`config.mk`:
```
export PLATFORM = sky130hd
export DESIGN_NAME = sub_64
export DESIGN_NICKNAME = d
export VERILOG_FILES = /design/src/rtl/sub_64_pkg.sv /design/src/rtl/sub_64_slice.sv /design/src/rtl/sub_64.sv
export SDC_FILE = /design/constraint.sdc
export NUM_CORES = 1
export LEC_CHECK = 0
export ABC_CLOCK_PERIOD_IN_PS = 2430
export CAP_MARGIN = 20
export CORE_MARGIN = 2
export CORE_UTILIZATION = 52
export DETAILED_ROUTE_END_ITERATION = 10
export GPL_ROUTABILITY_DRIVEN = 0
export PLACE_DENSITY = 0.76
export SLEW_MARGIN = 15
export SYNTH_ARGS = -nofsm -noshare
export SYNTH_HDL_FRONTEND = slang
export SYNTH_SLANG_ARGS = --single-unit
```
`constraint.sdc`:
```
create_clock -name clk -period 2.43 [get_ports clk]
set_input_delay 0.3645 -clock clk [delete_from_list [all_inputs] [get_ports clk]]
set_output_delay 0.3645 -clock clk [all_outputs]
set_load 0.1 [all_outputs]
```
`src/rtl/sub_64_pkg.sv`:
```
// Shared defaults for the 64-bit add/subtract pipeline family.
//   DEF_WIDTH  : operand/result width
//   DEF_SLICE  : bits resolved per pipeline stage
//   DEF_STAGES : pipeline depth for the defaults
package sub_64_pkg;

    localparam int DEF_WIDTH  = 64;
    localparam int DEF_SLICE  = 16;
    localparam int DEF_STAGES = DEF_WIDTH / DEF_SLICE;

endpackage

```
`src/rtl/sub_64_slice.sv`:
```
// sub_slice: one registered SLICE-bit subtract stage, a - b - borrow_in,
// computed as a + ~b + ~borrow_in.
//   clk, rst_n          : clock, async active-low reset
//   a, b, borrow_in     : operand slice and borrow from the previous stage
//   vld_in              : item valid at this stage's input
//   diff, borrow_out    : registered result slice and borrow (hold when idle)
//   vld_out             : registered valid
module sub_slice
    import sub_64_pkg::*;
#(
    parameter int SLICE = DEF_SLICE
) (
    input  logic             clk,
    input  logic             rst_n,
    input  logic [SLICE-1:0] a,
    input  logic [SLICE-1:0] b,
    input  logic             borrow_in,
    input  logic             vld_in,
    output logic [SLICE-1:0] diff,
    output logic             borrow_out,
    output logic             vld_out
);

    logic [SLICE:0] sum;

    // Carry out of a + ~b + ~borrow_in is the inverse of the borrow out.
    assign sum = {1'b0, a} + {1'b0, ~b} + {{SLICE{1'b0}}, ~borrow_in};

    always_ff @(posedge clk or negedge rst_n) begin
        if (!rst_n) begin
            diff       <= '0;
            borrow_out <= 1'b0;
            vld_out    <= 1'b0;
        end else begin
            vld_out <= vld_in;
            // Only valid items update the data, so idle slots leave the
            // previous result in place all the way to the outputs.
            if (vld_in) begin
                diff       <= sum[SLICE-1:0];
                borrow_out <= ~sum[SLICE];
            end
        end
    end

endmodule

```
`src/rtl/sub_64.sv`:
```
// sub_64: pipelined subtractor, diff = a - b - borrow_in (mod 2^WIDTH).
// One SLICE-bit slice is resolved per stage, borrow ripples stage to stage.
// Operands are registered on din_en, then pass through STAGES slice stages,
// so results appear STAGES edges after the sampling edge.
//   clk, rst_n             : clock, async active-low reset
//   a_in, b_in, borrow_in  : operands, sampled when din_en=1
//   din_en                 : input valid strobe
//   diff_out, borrow_out   : result and unsigned borrow of the top slice
//   ovf_out                : signed overflow of the subtraction
//   dout_en                : output valid strobe, one per accepted input
// WIDTH must be a multiple of SLICE and give at least two stages.
module sub_64
    import sub_64_pkg::*;
#(
    parameter int WIDTH = DEF_WIDTH,
    parameter int SLICE = DEF_SLICE
) (
    input  logic             clk,
    input  logic             rst_n,
    input  logic [WIDTH-1:0] a_in,
    input  logic [WIDTH-1:0] b_in,
    input  logic             borrow_in,
    input  logic             din_en,
    output logic [WIDTH-1:0] diff_out,
    output logic             borrow_out,
    output logic             ovf_out,
    output logic             dout_en
);

    localparam int STAGES = WIDTH / SLICE;
    localparam int LAST   = STAGES - 1;

    logic              vld_in_r;
    logic [STAGES:0]   vld_pipe;  // valid of the item at each register level
    logic [1:0]        sgn;       // {a msb, b msb} of the item at the outputs

    assign vld_pipe[0] = vld_in_r;

    for (genvar k = 0; k < STAGES; k++) begin : st
        // Operand bits not yet consumed: slice k sits in the low SLICE bits.
        logic [WIDTH-k*SLICE-1:0] a_lv;
        logic [WIDTH-k*SLICE-1:0] b_lv;
        logic                     bin;
        logic [SLICE-1:0]         d_o;
        logic                     bo;

        if (k == 0) begin : g_src
            logic bin_r;

            always_ff @(posedge clk or negedge rst_n) begin
                if (!rst_n) begin
                    a_lv     <= '0;
                    b_lv     <= '0;
                    bin_r    <= 1'b0;
                    vld_in_r <= 1'b0;
                end else begin
                    vld_in_r <= din_en;
                    if (din_en) begin
                        a_lv  <= a_in;
                        b_lv  <= b_in;
                        bin_r <= borrow_in;
                    end
                end
            end

            assign bin = bin_r;
        end else begin : g_src
            // Operand skew: drop the slice consumed by the previous stage.
            always_ff @(posedge clk or negedge rst_n) begin
                if (!rst_n) begin
                    a_lv <= '0;
                    b_lv <= '0;
                end else if (vld_pipe[k-1]) begin
                    a_lv <= st[k-1].a_lv[WIDTH-(k-1)*SLICE-1:SLICE];
                    b_lv <= st[k-1].b_lv[WIDTH-(k-1)*SLICE-1:SLICE];
                end
            end

            assign bin = st[k-1].bo;
        end

        sub_slice #(.SLICE(SLICE)) u_slice (
            .clk        (clk),
            .rst_n      (rst_n),
            .a          (a_lv[SLICE-1:0]),
            .b          (b_lv[SLICE-1:0]),
            .borrow_in  (bin),
            .vld_in     (vld_pipe[k]),
            .diff       (d_o),
            .borrow_out (bo),
            .vld_out    (vld_pipe[k+1])
        );

        // Result skew: slices 0..k-1, aligned with this stage's output slice.
        if (k > 0) begin : g_res
            logic [k*SLICE-1:0] res_lo;
            logic [k*SLICE-1:0] res_src;

            if (k == 1) begin : g_first
                assign res_src = st[0].d_o;
            end else begin : g_rest
                assign res_src = {st[k-1].d_o, st[k-1].g_res.res_lo};
            end

            always_ff @(posedge clk or negedge rst_n) begin
                if (!rst_n)
                    res_lo <= '0;
                else if (vld_pipe[k])
                    res_lo <= res_src;
            end
        end
    end

    // Sign bits ride alongside the last stage so overflow uses the same item.
    always_ff @(posedge clk or negedge rst_n) begin
        if (!rst_n)
            sgn <= 2'b00;
        else if (vld_pipe[LAST])
            sgn <= {st[LAST].a_lv[SLICE-1], st[LAST].b_lv[SLICE-1]};
    end

    assign diff_out   = {st[LAST].d_o, st[LAST].g_res.res_lo};
    assign borrow_out = st[LAST].bo;
    assign dout_en    = vld_pipe[STAGES];
    assign ovf_out    = (sgn[1] != sgn[0]) && (diff_out[WIDTH-1] != sgn[1]);

endmodule
```
==> metrics.cfg <==
[run_status]
outcome = finished with violations
violations = negative setup slack

[routing]
routed_via_density = 5.47
vias = 13200
dr.pass1.iters = 5
antenna_left = 0
postRouteWirelength_mm = 42.9
wl_per_cell_microns = 17.8
wl_met2_mm = 21.0
drc = 0
wl_met1_mm = 19.1
highest_layer = met4
drt_iter0_drc = 661
met3WireLength_mm = 1.88

[global_routing]
antenna_found_initial = 0
grt_pass1_wl_mm = 71.4
grt_pass1_vias = 14000
grt-ovfl-total = 0
grt_usage_pct = 21.0
grt_max_degree = 82

[final_layout]
drive_gt1_share_pct = 33.8
layout_common_cells = dfrtp_1 (488), mux2_2 (386), clkdlybuf4s50_1 (129)
final_util_pct = 64.7
final_common_cell = dfrtp_1
design_area_sq_mm = 0.0259
diodes = 0
area_growth_pct = 22.1
n_fill_cell = 2985
fin_nets = 2051

[timing]
rsz0062_at_grt = true
drv_slew = 0
fin_crit_sh_pct = 105
max-slew-margin-rel_pct = 61.1
worst_pin_slew_ps = 584
layout_setup_ws_ps = -131
clock.fmax_ghz = 0.390
finalHoldViolCount = 0
setup_viol = 10
layout_min_cycle_time_ps = 2560
skew_ps = 18.8

[floorplan]
rows = 73
boundaryPins = 199
die_height_microns = 206
die-width_microns = 206
die_area_sq_mm = 0.0424
core_area_sq_mm = 0.0400
start_util_pct = 53.0

[worst_setup_path]
crit_type = reg2reg
end_kind = flop
critPathMaxFanout = 3
cpMaxStageDelayCell = fa_2
cp_data_required_time_ps = 2890
cp_cell_sequence = inv_2, fa_2, fa_2, a21o_1, a21o_4, a211oi_4, nor4_2, or3_1, a31o_1
worst_ep_arrival_time_ps = 3020
cpMostUsedCell = fa_2
cp-start-kind = flop
max_stage_delay_ps = 410

[synthesis]
ys_seq_area_share_pct = 58.0
ys_types = 57
ys.flop_type = dfrtp_1
synth_enable_flop_cells = 0
syn_inst = 1625
synth_seq_cells = 492
yosys_warnings = 0
synth_nets = 1825
synth_area_sq_mm = 0.0212
async_flop_share_pct = 100
postSynthAreaPerCell_sq_um = 13.1

[power]
total_power_mw = 30.5
p_per_area_mw_per_mm2 = 1180
leakagePower_nw = 11.3
ir_drop_uv = 618

[clock_network]
cts_tree = yes
htreeDepth = 2
clock_sinks = 492
clk_pin_slew_ps = 60
cts-buffers-inserted = 48
cts_buffer_depth = 3
ctsRootBufferMaster = clkbuf_16
clock_latency_ps = 580

[worst_hold_path]
hold_class = in2reg

[place]
hpwl_mm = 29.4
portBuffers = 198
placed_cell_area_sq_mm = 0.0239

[flow_run]
maxCapViolations = 0

## stage by stage
stage	TNS (ps)	std cells	setup slack [ps]	hold slack (ps)
after floorplan	-45.8	1625	-45.8	68.9
after global placement	-869	2320	-136	342
after CTS	-841	2413	-131	304
after global routing	-1970	2414	-224	325
final	-675	2414	-131	318
after detailed placement	-1550	2320	-163	342
## what timing repair did
item                                   4_1_cts  5_1_grt
buffers inserted                             4        1
resized for setup                           13       27
setup endpoints to repair                   22       27
endpoints found under the hold margin       39        0
pin swaps                                   18       28
hold buffers                                 1        0
## cell families (layout without fill, tap and decap cells)
logic type / after synthesis / after routing / synth area share [%]
flops: 492 / 492 / 58.0
xor+xnor: 41 / 41 / 1.69
fa+ha+maj: 68 / 68 / 4.29
mux: 393 / 393 / 20.9
simple gates: 198 / 198 / 4.21
compound gates: 270 / 270 / 8.01
buf+inv: 163 / 427 / 2.90
## Yosys cell counts, types with 7 or more instances
cell	instances	share of area [%]
a21o_1	24	0.85
nand2_1	91	1.6
o21ai_0	103	2.4
o21bai_1	7	0.25
dfrtp_1	492	58
a21oi_1	54	1.3
clkbuf_1	54	0.96
inv_1	89	1.6
mux2_2	391	21
o211ai_1	11	0.39
o21ai_1	8	0.19
fa_1	8	0.75
a211oi_1	13	0.46
nor2_1	44	0.78
nand3_1	10	0.24
xor2_1	16	0.66
buf_1	17	0.30
ha_1	60	3.5
nand4_1	16	0.47
xnor2_1	25	1.0
## worst paths after layout
path | startpoint | to | slack (ps) | cells past startpoint
setup / recovery | st[1].b_lv[0] | st[1].u_slice.diff[14] | -130 | 9
max in group asynchronous | rst_n | st[0].a_lv[58] | 1300 | 3
hold reg to reg | st[2].b_lv[28] | st[3].b_lv[12] | 480 | 2
setup reg to reg | st[1].b_lv[0] | st[1].u_slice.diff[14] | -130 | 9
min in group asynchronous | rst_n | st[0].a_lv[30] | 330 | 2
hold / removal | din_en | st[0].a_lv[25] | 320 | 2
## worst max-delay path, delay by kind of cell (launching register included)
kind	cells	cell delay (ps)
compound gates	4	900
simple gates	2	390
fa+ha+maj	2	760
buf+inv	1	50
flops	1	340
## routing by layer
metal / up-vias / track usage [%]
met4: 0 / 6.73
li1: 6180 / -
met5: - / 0
met1: 6685 / 28.0
met2: 264 / 35.1
met3: 70 / 3.52
## final cells by class
cell class / count / area (sq um) / share of cell area, %
Tap cell: 525 / 657 / 2.54
Clock inverter: 23 / 380 / 1.47
Clock buffer: 65 / 1350 / 5.20
Sequential cell: 492 / 12300 / 47.6
Inverter: 89 / 334 / 1.29
Multi-Input combinational cell: 970 / 8470 / 32.7
Timing Repair Buffer: 250 / 2380 / 9.19
## registers in the layout, indices dropped and copies added, names as in the netlist
register,count
sgn,2
st.a_lv,160
st.b_lv,160
st.bin,1
st.g_res.res_lo,96
st.u_slice.borrow_out,4
st.u_slice.diff,64
st.u_slice.vld_out,4
vld_in_r,1
## power by group
group          switching (mW)  leakage [nW]  internal, mW
combinational            7.07          4.70          3.85
clock                    3.12         0.853          4.95
sequential               1.27          5.78          10.2
total                    11.5          11.3          19.0
No activity file was read; power rests on OpenSTA's default activity.
